===== src/rtl/eprisc_iobus_master.sv =====
// CPU-side master for the epRISC I/O controller byte bus: one 32-bit command in,
// a SYNC/SETUP/SHIFT/HOLD bus frame out, and the four captured MISO bytes back.
module eprisc_iobus_master #(
  parameter int pClkDiv = 2
) (
  input  logic        iClk,
  input  logic        iRst,
  input  logic        iCmdValid,
  output logic        oCmdReady,
  input  logic [1:0]  iCmdTarget,
  input  logic [31:0] iCmdData,
  output logic        oRspValid,
  input  logic        iRspReady,
  output logic [31:0] oRspData,
  output logic        oRspErr,
  output logic        oBusy,
  output logic        oIrq,
  output logic        oBusClock,
  output logic [1:0]  oBusSelect,
  output logic [7:0]  oBusMOSI,
  input  logic [7:0]  iBusMISO,
  input  logic        iBusInterrupt
);

  localparam int PW = $clog2(pClkDiv) + 1;
  localparam logic [PW-1:0] H_LAST = PW'(pClkDiv - 1);
  localparam logic [PW-1:0] P_LAST = PW'(2 * pClkDiv - 1);

  typedef enum logic [2:0] {IDLE, SYNC, SETUP, SHIFT, HOLD, RESP} state_t;

  state_t      state, state_d;
  logic [PW-1:0] phase, phase_d;
  logic [2:0]  pulse, pulse_d;
  logic [1:0]  target, target_d;
  logic [31:0] data, data_d;
  logic        bus_clock_d;
  logic [1:0]  sel_d;
  logic [7:0]  mosi_d;
  logic [31:0] rsp_data_d;
  logic        rsp_err_d;
  logic [1:0]  next_byte;
  logic        irq_meta;

  assign next_byte = pulse[1:0] + 2'd1;
  assign oCmdReady = (state == IDLE);
  assign oRspValid = (state == RESP);
  assign oBusy     = (state != IDLE) && (state != RESP);

  // Every bus output is computed here for the following cycle and registered,
  // so oBusClock/oBusSelect/oBusMOSI never glitch.
  always_comb begin
    state_d     = state;
    phase_d     = phase;
    pulse_d     = pulse;
    target_d    = target;
    data_d      = data;
    bus_clock_d = oBusClock;
    sel_d       = oBusSelect;
    mosi_d      = oBusMOSI;
    rsp_data_d  = oRspData;
    rsp_err_d   = oRspErr;
    case (state)
      IDLE: begin
        if (iCmdValid) begin
          target_d   = iCmdTarget;
          data_d     = iCmdData;
          rsp_data_d = '0;
          phase_d    = '0;
          pulse_d    = '0;
          if (iCmdTarget == 2'd0) begin
            state_d   = RESP;
            rsp_err_d = 1'b1;
          end else begin
            state_d     = SYNC;
            rsp_err_d   = 1'b0;
            bus_clock_d = 1'b1;
          end
        end
      end
      SYNC: begin
        phase_d = phase + PW'(1);
        if (phase == H_LAST) bus_clock_d = 1'b0;
        if (phase == P_LAST) begin
          state_d = SETUP;
          phase_d = '0;
          sel_d   = target;
        end
      end
      SETUP: begin
        phase_d = phase + PW'(1);
        if (phase == H_LAST) begin
          state_d     = SHIFT;
          phase_d     = '0;
          bus_clock_d = 1'b1;
          mosi_d      = data[7:0];
        end
      end
      SHIFT: begin
        phase_d = phase + PW'(1);
        if (phase == H_LAST) bus_clock_d = 1'b0;
        if (phase == P_LAST) begin
          phase_d = '0;
          // Last low cycle of pulses 1..4: the controller has its MISO byte up.
          if (pulse < 3'd4) rsp_data_d[{pulse[1:0], 3'b000} +: 8] = iBusMISO;
          if (pulse == 3'd5) begin
            state_d = HOLD;
            sel_d   = 2'd0;
            mosi_d  = 8'd0;
          end else begin
            pulse_d     = pulse + 3'd1;
            bus_clock_d = 1'b1;
            if (pulse < 3'd3) mosi_d = data[{next_byte, 3'b000} +: 8];
          end
        end
      end
      HOLD: begin
        phase_d = phase + PW'(1);
        if (phase == H_LAST) state_d = RESP;
      end
      RESP: begin
        if (iRspReady) state_d = IDLE;
      end
      default: state_d = IDLE;
    endcase
  end

  always_ff @(posedge iClk) begin
    if (iRst) begin
      state      <= IDLE;
      phase      <= '0;
      pulse      <= '0;
      target     <= '0;
      data       <= '0;
      oBusClock  <= 1'b0;
      oBusSelect <= 2'd0;
      oBusMOSI   <= 8'd0;
      oRspData   <= '0;
      oRspErr    <= 1'b0;
    end else begin
      state      <= state_d;
      phase      <= phase_d;
      pulse      <= pulse_d;
      target     <= target_d;
      data       <= data_d;
      oBusClock  <= bus_clock_d;
      oBusSelect <= sel_d;
      oBusMOSI   <= mosi_d;
      oRspData   <= rsp_data_d;
      oRspErr    <= rsp_err_d;
    end
  end

  // Two-flop synchronizer for the controller's asynchronous interrupt.
  always_ff @(posedge iClk) begin
    if (iRst) begin
      irq_meta <= 1'b0;
      oIrq     <= 1'b0;
    end else begin
      irq_meta <= iBusInterrupt;
      oIrq     <= irq_meta;
    end
  end

endmodule


===== config.mk =====
export PLATFORM = sky130hd
export DESIGN_NAME = eprisc_iobus_master
export DESIGN_NICKNAME = d
export VERILOG_FILES = /design/src/rtl/eprisc_iobus_master.sv
export SDC_FILE = /design/constraint.sdc
export NUM_CORES = 1
export LEC_CHECK = 0
export CORE_MARGIN = 4
export CORE_UTILIZATION = 54
export DETAILED_ROUTE_END_ITERATION = 8
export PLACE_DENSITY_LB_ADDON = 0.25
export SYNTH_ARGS = -nofsm -noshare
export SYNTH_HDL_FRONTEND = slang
export SYNTH_SLANG_ARGS = --single-unit
export TNS_END_PERCENT = 1

===== constraint.sdc =====
create_clock -name iClk -period 6.25 [get_ports iClk]
set_input_delay 0.625 -clock iClk [delete_from_list [all_inputs] [get_ports iClk]]
set_output_delay 0.625 -clock iClk [all_outputs]
set_load 0.02 [all_outputs]

# [Word-level counts from Yosys, hierarchy flattened]
# Cells that the tools add are included.
[totals] ff_bits=88 in_bits=47 romBits=0 n_memories=0 wordCells=98 latch_bits=0 ramBits=0
[op_classes] n_mux=39 mul=0 eq_ne=20 n_div=0 shift=3 n_addsub=4 n_reduce_logical=18 magnitude_cmp=2 bitwise_logic=0
[op_table] cell="2-to-1 mux 32 bit" count=3
[op_table] cell="one-hot mux 32 bit (2 select lines)" count=1
[op_table] cell="2-to-1 mux 3 bit" count=11
[op_table] cell="bitwise mux 32 bit" count=1
[op_table] cell="2-to-1 mux 8 bit" count=4
[op_table] cell="variable shift 8 x 7 -> 32 bit, first input constant" count=1
[op_table] cell="variable part select 32 x 6 -> 8 bit" count=1
[op_table] cell="variable part select 8 x 7 -> 32 bit" count=1
[op_table] cell="AND reduction 4 bit" count=5
[op_table] cell="!= test 2 bit, second input constant" count=9
[op_table] cell="one-hot mux 3 bit (6 select lines)" count=1
[op_table] cell="one-hot mux 8 bit (2 select lines)" count=1
[op_table] cell="2-to-1 mux 2 bit" count=6
[op_table] cell="equality test 3 bit, second input constant" count=3
[op_table] cell="one-hot mux 2 bit (4 select lines)" count=1
[op_table] cell="nonzero test 4 bit" count=2
[op_table] cell="2-to-1 mux 1 bit" count=7
[op_table] cell="negator 5 -> 7 bit" count=1
[op_table] cell="AND reduction 7 bit" count=1
[op_table] cell="equality test 3 x 2 -> 1 bit, second input constant" count=2
[op_table] cell="!= test 3 bit, second input constant" count=2
[op_table] cell="one-hot mux 3 bit (2 select lines)" count=1
[op_table] cell="nonzero test 2 bit" count=3
[op_table] cell="adder 2 x 1 -> 2 bit, second input constant" count=2
[op_table] cell="other kinds (15)" count=16

# [Depth between registers and ports, before layout]
# Gate-level depths: netlist of the first run.
[logic_depth] depth_word=6 mapped_depth=7

# [Worst setup path after synthesis of the first run]
# Ideal clock, no wire load.
[synth_timing] path_kind="reg-to-reg" startpoint="reg pulse[0]" endpoint="reg oBusMOSI[6]" stages_incl_launch_ff=8 setup_time_ns=0.135 period_less_slack_ns=2.369 setup_slack_ns=3.881 arrival_time_ns=2.234 required_ns=6.115 path_buffers=2 path_cell_list="dfxtp_1 > clkbuf_1 > inv_1 > ha_1 > buf_4 > mux4_2 > nand3_1 > a311oi_2"
[synth_via] elab_chain_len=6 elab_cells_between_ends=10
[synth_rtl] element="start, declared" line_no="33" text="logic [2:0] pulse, pulse_d;"
[synth_rtl] element="start signal, assigned" line_no="142" text="pulse <= pulse_d;"
[synth_rtl] element="adder 2 x 1 -> 2 bit" line_no="44" text="assign next_byte = pulse[1:0] + 2'd1;"
[synth_rtl] element="variable part select 32 x 6 -> 8 bit" line_no="112" text="if (pulse < 3'd3) mosi_d = data[{next_byte, 3'b000} +: 8];"
[synth_rtl] element="2-to-1 mux 8 bit" line_no="112"
[synth_rtl] element="2-to-1 mux 8 bit" line_no="105" text="if (pulse == 3'd5) begin"
[synth_rtl] element="2-to-1 mux 8 bit" line_no="101" text="if (phase == P_LAST) begin"
[synth_rtl] element="one-hot mux 8 bit (2 select lines)" line_no="62" text="case (state)"
[synth_rtl] element="end signal, assigned" line_no="147" text="oBusMOSI <= mosi_d;"
[synth_rtl] element="end, declared" line_no="20" text="output logic [7:0] oBusMOSI,"
# Several ways; a longest one is shown, not always the timed one. The select of a mux whose other input is x is not followed.
# A chain may end at the register's enable or synchronous reset.

# [Worst setup path in the final report of the first run]
# Same ends and word-level chain as after synthesis.

==> reports/summary.txt, run 1 <==
Worst r2r src: pulse[0]$_SDFFE_PP0P_
Hold WC Path Type: reg -> reg
Register area share after synthesis: 0.435
Synth Net Count: 494
Power, Total: 1.14 mW
Mean post-synth cell area: 9.27 um2
Pleak: 1.78 nW
Top FF cell, synth: dfxtp_1
# IOs: 95
Nets@finish: 566
Mapped Area: 4050 um2
Final Setup Violations: 0
RSZ-0062 raised after global routing: false
Reg2Reg Depth: 5
PostCTS Resize Cnt: 0
Htree depth: 3
Peak VDD IR: 0.000145 V
Slew headroom: 0.222
Ys async rst share: 0
Via/cell ratio: 5.67
Fin worst setup slack: 3340 ps
Antenna Nets Post-Route: 0
Largest cells by area after synthesis: dfxtp_1, nand2_1, nand3b_1
CP Capture Type: flop
Number of clock sinks: 88
Die X: 94.6 um
CP startpoint kind: flop
Worst hold path depth: 1
Status: completed
CTS tree: yes
Crit path arrival time: 3090 ps
Initial DRC count: 207
P&R area growth vs syn: 26.3%
Syn Inst Count: 437
Die span in y: 94.6 um
Hold_sp: irq_meta$_SDFF_PP0_
Final Cycle Share: 0.465
Setup Skew: 8.48 ps
Vias: 3477
FF+latch count, synth: 88
Hold slack: 447 ps
RePlAce Congestion: 0.790
Worst r2r dst: oBusMOSI[6]$_SDFFE_PP0P_
Number of flops mapped to enable cells by yosys: 0
F_max: 0.344 GHz
Final Hold Violating Endpoints: 0
Crit-path max FO: 16
DRC Markers: 0
Core area: 7250 um2
Post-Place Setup Slack: 3320 ps
Slew of the pin with the lowest slew margin: 1170 ps
Most common cell in the netlist: dfxtp_1
Placement Cell Area: 4940 um2
FF-to-FF setup slack: 3340 ps
Drt pass-1 iters: 4
WL/cell: 15.9 um
GRT overflow: 0
First-pass GRT wire length: 15700 um
MaxCap Viol Count: 0
Post-CTS setup buffer count: 0
Post-DP HPWL: 6690 um
Synth top area share: 0.435
# rows: 31
Yosys top cell by area: dfxtp_1
Worst-Skew Late Latency: 360 ps
Initial core utilization: 0.559
Cell area power density: 223 nW/um2
Dpl cells: 597
Vias in the first global route: 3208
Slew Viols, Final: 0
Yosys Warn Count: 0
Area of the die: 8950 um2
Hold buffer count at CTS: 0
Layout cells sized above 1: 0.0837
Total wire length: 9730 um
Ant diodes: 0
Crit path kind: reg -> reg
Non-filler cells, final: 613
Hold EP: oIrq$_SDFF_PP0_
Worst Path Required: 6440 ps
Final setup TNS: 0 ps
Commonest cells in the netlist: dfxtp_1, nand2_1, a21oi_1
Root buf cell: clkbuf_8
IO Port Bufs: 94
Fill count: 582
Clock slew at reported path FFs: 100 ps
All-layer global routing usage: 0.221
Antenna violations before repair: 0
Final Cell Area: 5120 um2
Fin crit period: 2910 ps
Clk buf depth: 2
Largest net degree at the start of global routing: 97
Yosys cell types: 49
Inserted Clock Buffers: 9
Utilization after layout: 0.706
[cell type report]
class | count | area, um2 | area share
clock buffer | 10 | 128 | 0.0249
clock inverter | 6 | 52.6 | 0.0103
inverter | 8 | 30.0 | 0.00587
multi-input combinational | 307 | 2080 | 0.406
sequential | 88 | 1760 | 0.344
tap | 99 | 124 | 0.0242
timing repair buffer | 95 | 943 | 0.184
[kinds of logic (layout without fill, tap and decap cells)]
logic type / count (synthesis) / in the layout / share of synthesized area
simple gates: 180 / 180 / 0.238
buf+inv: 42 / 119 / 0.0519
compound gates: 101 / 101 / 0.180
fa+ha+maj: 10 / 10 / 0.0309
mux: 13 / 13 / 0.0581
flops: 88 / 88 / 0.435
xor+xnor: 3 / 3 / 0.00649
[layout by cell type (no fill, tap or decap), drive strengths merged, types with 3 or more instances in the layout]
cell	count
and2	3
a21oi	45
o31ai	32
inv	11
nand3b	34
clkdlybuf4s50	93
o221ai	4
ha	10
nor2b	4
mux2i	4
nand2	81
o21ai	3
nand3	12
nor2	19
nor3b	3
nand4	3
nand2b	9
a311oi	9
nor3	6
clkbuf	10
mux4	8
dfxtp	88
[report_power, final]
group	internal, mW	switching [mW]
registers	0.585	0.0240
logic	0.0782	0.0909
clock network	0.151	0.214
[registers in the layout, indices dropped and copies added, names as in the netlist]
register / flops
state: 3
oBusClock: 1
oBusSelect: 2
phase: 2
oBusMOSI: 8
target: 2
oRspErr: 1
data: 32
oIrq: 1
oRspData: 32
irq_meta: 1
pulse: 3
[worst max-delay path by stage]
stage / from / to / cells after the start
3_5_place_dp: iCmdValid / state[2]$_SDFFE_PP0P_ / 5
4_1_cts: pulse[0]$_SDFFE_PP0P_ / oBusMOSI[6]$_SDFFE_PP0P_ / 5
6_report: pulse[0]$_SDFFE_PP0P_ / oBusMOSI[6]$_SDFFE_PP0P_ / 5
2_1_floorplan: pulse[0]$_SDFFE_PP0P_ / oBusMOSI[6]$_SDFFE_PP0P_ / 7
3_3_place_gp: iCmdValid / state[2]$_SDFFE_PP0P_ / 5
5_1_grt: pulse[0]$_SDFFE_PP0P_ / oRspData[9]$_SDFFE_PP0P_ / 4
[routing by layer]
metal / up-vias / part of all wire / global-route usage
met5: - / 0 / 0
met3: 11 / 0.071 / 0.0390
met4: 0 / 0.013 / 0.0709
li1: 1707 / - / -
met2: 134 / 0.48 / 0.370
met1: 1625 / 0.44 / 0.291
[worst max-delay path: stages, from the launching register on]
cell and delay, ps:
dfxtp_1 790, inv_1 290, ha_1 820, mux4_2 590
nand3_1 120, a311oi_2 120
(Power assumes the default switching activity.)
==> run 2: changes to the inputs <==
--- a/config.mk
+++ b/config.mk
@@ -6,7 +6,7 @@
 export NUM_CORES = 1
 export LEC_CHECK = 0
 export CORE_MARGIN = 4
-export CORE_UTILIZATION = 54
+export CORE_UTILIZATION = 50
 export DETAILED_ROUTE_END_ITERATION = 8
 export PLACE_DENSITY_LB_ADDON = 0.25
 export SYNTH_ARGS = -nofsm -noshare
==> constraint.sdc (replaced) <==
create_clock -name iClk -period 2.7 [get_ports iClk]
set_input_delay 0.27 -clock iClk [delete_from_list [all_inputs] [get_ports iClk]]
set_output_delay 0.27 -clock iClk [all_outputs]
set_load 0.02 [all_outputs]
==> run 2 against run 1 <==
- worst hold slack got worse by 31 ps
- worst setup slack got worse by 3100 ps
- register-to-register slack got worse by 2900 ps
- core utilization fell by 3.9 points
- critical path type is now reg -> out
- critical endpoint is now oBusy
- largest cell class unchanged
==> reports/summary.txt, run 2 (synthesized netlist as in run 1, its figures left out) <==
Status: completed
Fin worst setup slack: 254 ps
Fin crit period: 2450 ps
Sequential Power Share: 0.502
Switch Pwr: 0.751 mW
Placement Cell Area: 4990 um2
CP Buf/Inv Count: 1
Crit path largest cell delay: 830 ps
Slew Viols, Final: 0
Initial core utilization: 0.519
Clock slew at reported path FFs: 90 ps
Total wire length: 10200 um
GR peak layer: met2
Worst Path Required: 2430 ps
Pleak: 1.83 nW
Post-DP HPWL: 7170 um
Final Cycle Share: 0.906
Antenna Nets Post-Route: 0
CTS tree: yes
Hold buffer count at CTS: 0
Final Hold Violating Endpoints: 0
Crit path arrival time: 2180 ps
Final Setup Violations: 0
Slew headroom: 0.481
Clk buf depth: 2
Area of the die: 9610 um2
WL/cell: 16.5 um
Internal power: 2.06 mW
Via/cell ratio: 5.75
Post-CTS setup buffer count: 0
Power, Total: 2.81 mW
Number of clock sinks: 88
# rows: 32
Root buf cell: clkbuf_8
MaxCap Viol Count: 0
Vias: 3567
CP startpoint kind: flop
F_max: 0.409 GHz
Clock share of power: 0.355
Cell area power density: 540 nW/um2
Global-route track usage on met2: 0.343
Met3 Track Usage GR: 0.0421
Vias in the first global route: 3274
All-layer global routing usage: 0.206
Most frequent cells in the layout: clkdlybuf4s50_1, dfxtp_1, nand2_1
Drt pass-1 iters: 5
Post-Place Setup Slack: 501 ps
CP delay by family, top: flip-flops
Switching share of power: 0.267
Crit-path max FO: 18
Die span in y: 98.0 um
GRT overflow: 0
RSZ-0062 raised after global routing: false
IO Port Bufs: 94
Hold WC Path Type: in -> reg
Setup Skew: 9.57 ps
Utilization after layout: 0.667
CP Capture Type: primary output
GRT met1 Usage: 0.272
CP max stage cell: dfxtp_1
Ant diodes: 0
Final Cell Area: 5210 um2
Regs by FF count: data (32), oRspData (32), oBusMOSI (8)
Layout cells sized above 1: 0.0927
Htree depth: 3
Final setup TNS: 0 ps
Inserted Clock Buffers: 9
Core area: 7810 um2
Commonest non-fill, non-tap cell in the layout: clkdlybuf4s50_1
Peak VDD IR: 0.000255 V
Largest net degree at the start of global routing: 59
Worst-Skew Late Latency: 350 ps
RePlAce Congestion: 0.781
# IOs: 95
Crit path kind: reg -> out
Cell Chain, Critical Path: and3b_1 > nor2_1 > clkdlybuf4s50_1
Slew of the pin with the lowest slew margin: 777 ps
Die X: 98.0 um
Initial DRC count: 256
Antenna violations before repair: 0
DRC Markers: 0
P&R area growth vs syn: 28.6%
Gate power share: 0.143
PostCTS Resize Cnt: 0
Nets@finish: 571
First-pass GRT wire length: 16300 um
[run 2: cell types whose count changed in the layout (fill, tap and decap cells not counted)]
cell       change
buf_4          +4
bufinv_16      +2
buf_12         +1
clkbuf_1       -1
inv_6          -1
inv_8          -1
[run 2: metal layers]
layer / share of wire / routed length [um]
met4: 0.017 / 176
met1: 0.44 / 4500
met3: 0.067 / 689
met2: 0.48 / 4860
met5: 0 / 0
[run 2: through the flow]
stage,cells,hold slack (ps)
CTS,620,392
finish,620,416
global route,620,444
global placement,605,421
floorplan,437,398
detailed placement,605,426
[run 2: path summary, 6_finish.rpt]
check	endpoint	slack (ps)	depth (start not counted)	startpoint
worst min-delay path	oIrq$_SDFF_PP0_	420	2	iRst
worst min register to register	oIrq$_SDFF_PP0_	440	1	irq_meta$_SDFF_PP0_
worst max register to register	oRspData[12]$_SDFFE_PP0P_	440	4	state[0]$_SDFFE_PP0P_
worst max-delay path	oBusy	250	3	state[1]$_SDFFE_PP0P_
[run 2: area by class of cell]
class	instances	area [um2]
fill	666	2600
multi-input combinational	307	2080
sequential	88	1760
timing repair buffer	100	993
tap	102	128
clock buffer	9	124
clock inverter	6	92.6
inverter	8	30.0
[run 2: power by group through the flow]
| stage | Sequential [mW] | Combinational (mW) | Clock, mW |
|---|---|---|---|
| 3_3_place_gp | 1.44 | 0.390 | 0 |
| 3_5_place_dp | 1.44 | 0.400 | 0 |
| 4_1_cts | 1.41 | 0.403 | 1.01 |
| 2_1_floorplan | 1.42 | 0.280 | 0 |
| 6_report | 1.41 | 0.403 | 0.998 |
| 5_1_grt | 1.42 | 0.441 | 1.06 |
[run 2: worst register-to-register path, delay by kind of cell (launching register included)]
family | cells | cell delay (ps)
simple gates | 2 | 560
flops | 1 | 820
compound gates | 2 | 790
==> run 3: changes to the inputs <==
--- a/config.mk
+++ b/config.mk
@@ -5,6 +5,7 @@
 export SDC_FILE = /design/constraint.sdc
 export NUM_CORES = 1
 export LEC_CHECK = 0
+export CORE_ASPECT_RATIO = 0.5
 export CORE_MARGIN = 4
 export CORE_UTILIZATION = 50
 export DETAILED_ROUTE_END_ITERATION = 8
==> run 3 against run 2 <==
- clock skew decreased by 3.6 ps
- fmax increased by 3.5%
- clock power increased by 27%
- flip-flop and latch count unchanged
- worst hold slack got worse by 39 ps
- power increased by 9.9%
- register-to-register slack about the same
- first-iteration DRC count decreased by 10%
- sequential share of layout area decreased by 0.79 points
- core utilization increased by 3.5 points
- largest cell class unchanged
- highest routed layer unchanged
==> reports/summary.txt, run 3 (synthesized netlist as in run 1, its figures left out) <==
Fin crit period: 2360 ps
Die span in y: 71.7 um
Placement Cell Area: 5020 um2
All-layer global routing usage: 0.213
Core area: 7600 um2
DRC Markers: 0
Slew of the pin with the lowest slew margin: 713 ps
Nets@finish: 576
Antenna Nets Post-Route: 0
Final Cell Area: 5330 um2
Final Setup Violations: 0
Slew Viols, Final: 0
F_max: 0.423 GHz
P&R area growth vs syn: 31.6%
Clock slew at reported path FFs: 60 ps
Final Cycle Share: 0.875
Setup Skew: 6.01 ps
Hold buffer count at CTS: 0
Root buf cell: clkbuf_16
Hold WC Path Type: in -> reg
# rows: 22
Die X: 135 um
MaxCap Viol Count: 0
Crit-path max FO: 18
Via/cell ratio: 5.59
Regs by FF count: data (32), oRspData (32), oBusMOSI (8)
Ant diodes: 0
Vias in the first global route: 3306
Slew headroom: 0.524
Total wire length: 10100 um
Htree depth: 3
CP Capture Type: primary output
IO Port Bufs: 94
Final setup TNS: 0 ps
Vias: 3536
Peak VDD IR: 0.000307 V
Post-Place Setup Slack: 524 ps
Crit path kind: reg -> out
Dpl cells: 616
Post-CTS setup buffer count: 0
Most frequent cells in the layout: clkdlybuf4s50_1, dfxtp_1, nand2_1
RePlAce Congestion: 0.817
Crit path arrival time: 2090 ps
WL/cell: 15.9 um
GRT overflow: 0
# IOs: 95
Inserted Clock Buffers: 9
RSZ-0062 raised after global routing: false
Largest net degree at the start of global routing: 48
Antenna violations before repair: 0
Commonest non-fill, non-tap cell in the layout: clkdlybuf4s50_1
Worst Path Required: 2430 ps
Hold slack: 377 ps
Utilization after layout: 0.702
Clk buf depth: 2
Crit path largest cell delay: 770 ps
Status: completed
CP max stage cell: dfxtp_1
Drt pass-1 iters: 4
CP startpoint kind: flop
CTS tree: yes
Final Hold Violating Endpoints: 0
Initial DRC count: 230
Worst-Skew Late Latency: 340 ps
Fin worst setup slack: 338 ps
Post-DP HPWL: 6910 um
Non-filler cells, final: 632
First-pass GRT wire length: 16600 um
Cell Chain, Critical Path: and3b_1 > nor2_1 > clkdlybuf4s50_1
Initial core utilization: 0.533
Layout cells sized above 1: 0.101
Number of clock sinks: 88
Cell area power density: 580 nW/um2
Power, Total: 3.09 mW
Pleak: 1.89 nW
PostCTS Resize Cnt: 0
Area of the die: 9690 um2
[run 3: cell type report]
type / instances / area [um2]
Inverter: 8 / 30.0
Fill cell: 627 / 2260
Multi-Input combinational cell: 307 / 2080
Clock inverter: 4 / 51.3
Clock buffer: 12 / 256
Sequential cell: 88 / 1760
Timing Repair Buffer: 105 / 1020
Tap cell: 108 / 135
[run 3: worst paths after layout]
| check | from | to | slack, ps | cells past startpoint |
|---|---|---|---|---|
| setup / recovery | state[1]$_SDFFE_PP0P_ | oBusy | 340 | 3 |
| hold / removal | iRst | oRspData[23]$_SDFFE_PP0P_ | 380 | 3 |
| setup reg to reg | pulse[1]$_SDFFE_PP0P_ | oRspData[9]$_SDFFE_PP0P_ | 440 | 4 |
| hold reg to reg | irq_meta$_SDFF_PP0_ | oIrq$_SDFF_PP0_ | 440 | 1 |
[run 3: per-layer routing]
metal,track usage,share of wire,vias up
li1,-,-,1728
met1,0.284,0.46,1677
met2,0.339,0.46,117
met3,0.0596,0.061,14
met4,0.0648,0.015,0
met5,0,0,-
[run 3: worst max-delay path, delay by kind of cell, from the launching register on]
family,cells,cell delay [ps]
flops,1,770
simple gates,2,380
buf+inv,1,610
[run 3: power breakdown]
group,internal (mW),switching [mW],total [mW]
sequential,1.36,0.0585,1.41
combinational,0.194,0.215,0.409
clock,0.769,0.499,1.27
